[src/rtl/mux3_rr_arbiter_pkg.sv]
// mux3_arb_pkg: shared select encodings, FSM states and round-robin helper
package mux3_arb_pkg;
    localparam int NUM_REQ = 3;
    localparam logic [1:0] SEL_HOLD = 2'b00;
    localparam logic [1:0] SEL_A    = 2'b01;
    localparam logic [1:0] SEL_B    = 2'b10;
    localparam logic [1:0] SEL_C    = 2'b11;
    typedef enum logic {ST_IDLE, ST_GRANT} state_t;
    function automatic logic [1:0] nxt3(input logic [1:0] x);
        return (x >= 2'd2) ? 2'd0 : x + 2'd1;
    endfunction
endpackage

[src/rtl/mux3_rr_arbiter_pick.sv]
// rr_pick3: first requester at or after ptr (wrapping C->A) not masked by excl
module rr_pick3
    import mux3_arb_pkg::*;
(
    input  logic [NUM_REQ-1:0] req,
    input  logic [1:0]         ptr,
    input  logic [NUM_REQ-1:0] excl,
    output logic               found,
    output logic [1:0]         idx
);
    logic [NUM_REQ-1:0] c;
    logic [1:0] p0, p1, p2;
    always_comb begin
        c     = req & ~excl;
        p0    = (ptr == 2'd3) ? 2'd0 : ptr;
        p1    = nxt3(p0);
        p2    = nxt3(p1);
        found = |c;
        idx   = c[p0] ? p0 : c[p1] ? p1 : p2;
    end
endmodule

[src/rtl/mux3_rr_arbiter.sv]
// mux3_rr_arbiter: round-robin owner of the 3-input registered mux with a
// per-grant hold limit that forces rotation under contention
module mux3_rr_arbiter
    import mux3_arb_pkg::*;
#(
    parameter int MAX_HOLD = 8
) (
    input  logic               clk,
    input  logic               rst,
    input  logic [NUM_REQ-1:0] req,
    output logic [NUM_REQ-1:0] grant,
    output logic [1:0]         select,
    output logic               mux_valid,
    output logic [1:0]         owner
);
    localparam int CNT_W = $clog2(MAX_HOLD + 1);
    state_t             state, nx_state;
    logic [CNT_W-1:0]   cnt, nx_cnt;
    logic [1:0]         last, nx_owner, idx;
    logic [NUM_REQ-1:0] excl;
    logic               found, keep, at_max, nx_switch, nx_active;
    rr_pick3 u_pick (
        .req   (req),
        .ptr   (nxt3(last)),
        .excl  (excl),
        .found (found),
        .idx   (idx)
    );
    // The current owner is never its own successor; if nobody else waits it simply keeps the grant.
    always_comb begin
        excl      = (state == ST_GRANT) ? (3'b001 << owner) : 3'b000;
        keep      = (state == ST_GRANT) && req[owner];
        at_max    = (cnt == CNT_W'(MAX_HOLD));
        nx_switch = found && (!keep || at_max);
        nx_active = nx_switch || keep;
        nx_owner  = nx_switch ? idx : keep ? owner : 2'd0;
        nx_cnt    = nx_switch ? CNT_W'(1) : !keep ? '0 : at_max ? CNT_W'(1) : cnt + CNT_W'(1);
        nx_state  = nx_active ? ST_GRANT : ST_IDLE;
    end
    always_ff @(posedge clk) begin
        if (rst) begin
            state     <= ST_IDLE;
            owner     <= 2'd0;
            cnt       <= '0;
            last      <= 2'd2;
            grant     <= '0;
            select    <= SEL_HOLD;
            mux_valid <= 1'b0;
        end else begin
            state     <= nx_state;
            owner     <= nx_owner;
            cnt       <= nx_cnt;
            if (nx_switch)
                last <= idx;
            grant     <= nx_active ? (3'b001 << nx_owner) : 3'b000;
            select    <= nx_active ? nx_owner + 2'd1 : SEL_HOLD;
            mux_valid <= (select != SEL_HOLD);
        end
    end
endmodule

[config.mk]
export PLATFORM = sky130hd
export DESIGN_NAME = mux3_rr_arbiter
export DESIGN_NICKNAME = d
export VERILOG_FILES = /design/src/rtl/mux3_rr_arbiter_pkg.sv /design/src/rtl/mux3_rr_arbiter_pick.sv /design/src/rtl/mux3_rr_arbiter.sv
export SDC_FILE = /design/constraint.sdc
export NUM_CORES = 1
export LEC_CHECK = 0
export ABC_AREA = 1
export BUFFER_PORTS_ARGS = -buffer_cell sky130_fd_sc_hd__clkbuf_2
export CAP_MARGIN = 20
export CORE_MARGIN = 4
export CORE_UTILIZATION = 40
export DETAILED_ROUTE_END_ITERATION = 8
export PLACE_DENSITY = 0.63
export SLEW_MARGIN = 10
export SYNTH_ARGS = -nofsm -noshare
export SYNTH_HDL_FRONTEND = slang
export SYNTH_SLANG_ARGS = --single-unit
export TNS_END_PERCENT = 100
[constraint.sdc]
create_clock -name clk -period 1.5 [get_ports clk]
set_input_delay 0.3 -clock clk [delete_from_list [all_inputs] [get_ports clk]]
set_output_delay 0.3 -clock clk [all_outputs]
set_load 0.03 [all_outputs]
==> results.md <==
* Worst-margin pin slew at approximately 0.21 ns
* Area Overhead vs Synth at 15.8%
* Die H at 49.3 um
* Reg area at approximately 300 um2
* Min-delay worst type: in -> reg
* Cts repair resizes at 0
* Fmax at 0.734 GHz
* Crit. End Element: flop
* Leakage at roughly 0.43 nW
* Syn_area_per_cell at between 7 and 8 um2
* Initial Util at a little over two fifths
* Largest net degree at the start of global routing at 10
* DR DRC count at 0
* Crit-path max FO at 4
* Clk pwr share at about a fifth
* Filler cells at around 160
* Setup bufs post-CTS at 0
* Sequential share of power at between 40% and 50%
* Worst Path Arrival at 1.54 ns
* NetSw at 0.415 mW
* Via/cell ratio at between 4 and 5
* Syn nets at slightly below 100
* Area leader, netlist: dfxtp_1
* CORE AREA at around 0.0016 mm2
* Maxcap violations at 0
* PwrDens at ~1400 mW/mm2
* Antenna violations before repair at 0
* Final Hold Fails at 0
* Gpl congestion at 0.745
* Detailed Route Iter0 Violations at 16
* H-tree depth at 1
* DP Cell Count at 119
* Clock transition at the registers of the reported paths at around 0.090 ns
* Clk_lat worst skew at ~0.27 ns
* Yosys top cell area share at between 40% and 50%
* Cts bufs inserted at 3
* Synth warn at 0
* Sink Count at 15
* Diodes inserted at 0
* Synthesized area at a little under 700 um2
* CP Class: reg -> reg
* First-pass GRT wire length at approximately 2200 um
* Reg2reg start: cnt[0]
* Startpoint types: flop
* Layout Nets at ~120
* Max IR drop VDD at 0.000607 V
* Mux share of post-synthesis cell area at 0%
* Drt pass-1 iters at 4
* Int Power at ~0.67 mW
* Final std cells w/o fill at around 120
* WL/cell at 9.43 um
* Final Slew Violations at 0
* Final period util at 90.8%
* Sequential area share after synthesis at 44.0%
* Status: finished, final reports clean
* FF+latch count, synth at 15
* Largest family of logic cells by synthesized area: simple AND/OR/NAND/NOR gates
* Part of the power in combinational logic at ~33%
* Post-synthesis simple-gate area fraction at 36.0%
* Flop-to-flop setup slack at ~0.14 ns
* All-layer global routing usage at roughly 11%
* Clk_skew at ~0.0038 ns
* Mapped Cells at 91
* Setup-failing EPs final at 0
* CTS tree: yes
* WHS Endpoint: last[0]
* RSZ-0062 raised after global routing: false
* Clock buffer depth at 2
* Cell variety after synth at 17
* Post-Route Setup TNS at 0 ns
* Clock period minus final worst setup slack at around 1.4 ns
* Final global-route overflow total at 0
* Synth top area cells: dfxtp_1, nand3_1, inv_1
* Worst Setup SP: cnt[0]
* Layout cells sized above 1 at between 20 and 30%
* Switch share at between 30% and 40%
* I/O pin count at 13
* Die Wd at between 40 and 50 um
* Total wire length at between 1000 and 1500 um
* Die area at ~0.0024 mm2
* Hold path depth at 2
* Most frequent cells in the layout: inv_1, nand3_1, dfxtp_1
* Req. time, crit path at approximately 1.7 ns
* Reg2reg path depth at 10
* DP HPWL at 940 um
* Worst slew margin at between 80% and 90%
* Input/output buffers at 12
* Cts hold-fix bufs at 0
* Area taken by multi-input logic gates at roughly 320 um2
* Post-Synth XOR/XNOR Area at between 2 and 3%
* Complex-gate fraction of the synthesized area at between 4 and 5%
* Post-Synth Adder-Cell Area at under 10%
* Vias in the first global route at roughly 550
* Worst R2R End: select[1]
* Routed Antenna Nets at 0
* # rows at 14
* Root Driver: clkbuf_4
* Vias after detailed routing at approximately 570
* Hold_sp: rst
==> metrics by stage <==
stage | power, mW | setup slack [ns] | hold slack [ns] | cell area, um2 | utilization, %
finish | 1.08 | 0.139 | 0.207 | 790 | 50.6
global route | 1.17 | 0.0157 | 0.211 | 790 | 50.6
CTS | 1.10 | 0.128 | 0.198 | 790 | 50.6
detailed placement | 0.872 | 0.141 | 0.459 | 762 | 48.9
global placement | 0.871 | 0.158 | 0.450 | 762 | 48.9
floorplan | 0.783 | 0.104 | 0.369 | 682 | -
==> Yosys cell counts <==
cell and number:
ha_1 2, nand3_1 15, o211ai_1 1, inv_2 1
o21ai_2 1, nand2_2 9, nor2_1 10, xnor2_1 1
xor2_1 1, dfxtp_1 15, nand3_2 1, nor2_2 1
nand3b_1 1, a21oi_1 2, inv_1 15, o21bai_1 1
nand2_1 14
==> worst max path at each step <==
stage	end	slack, ns	cells after the start
finish	select[1]	0.14	10
global route	select[1]	0.02	11
CTS	select[1]	0.13	10
detailed placement	select[1]	0.14	10
global placement	select[1]	0.16	10
floorplan	select[1]	0.10	11
==> logic make-up after synthesis <==
logic type | after synthesis
buffers and inverters | 16
adders and majority gates | 2
and+or+nand+nor | 51
xor gates and xnor gates | 2
DFF | 15
AOI/OAI and AO/OA | 5
==> state kept, by name, summed over array words and instances (netlist names) <==
register	count
cnt	4
grant	3
last	2
owner	2
select	2
mux_valid	1
state	1
==> power by group through the flow <==
stage	registers [mW]	logic, mW	clock network (mW)
2_1_floorplan	0.595	0.188	0
3_5_place_dp	0.513	0.358	0
4_1_cts	0.504	0.360	0.232
3_3_place_gp	0.514	0.357	0
6_report	0.503	0.356	0.224
5_1_grt	0.514	0.402	0.253
==> metal layers <==
layer	wire [um]	track usage, %	up-vias
met2	483	17.0	12
met4	17	7.11	0
met3	45	2.14	2
met1	614	14.4	242
li1	-	-	315
met5	0	0	-
==> final cells by class <==
cell class                 count  share of cell area [%]
multi-input combinational     60                    40.7
sequential                    15                    38.0
timing repair buffer          12                    7.61
inverter                      16                    7.61
clock buffer                   3                    2.85
tap                           16                    2.54
clock inverter                 1                   0.634
==> critical path, cell delays in order (launching register included) <==
cell and delay [ns]:
dfxtp_1 0.38, inv_1 0.06, ha_1 0.20, nand3b_1 0.09
nand3_1 0.11, nand2_2 0.11, inv_2 0.06, nand2_2 0.08
nand2_2 0.07, nand2_2 0.07, nand2_1 0.05
Power figures use the tool's default switching activity.
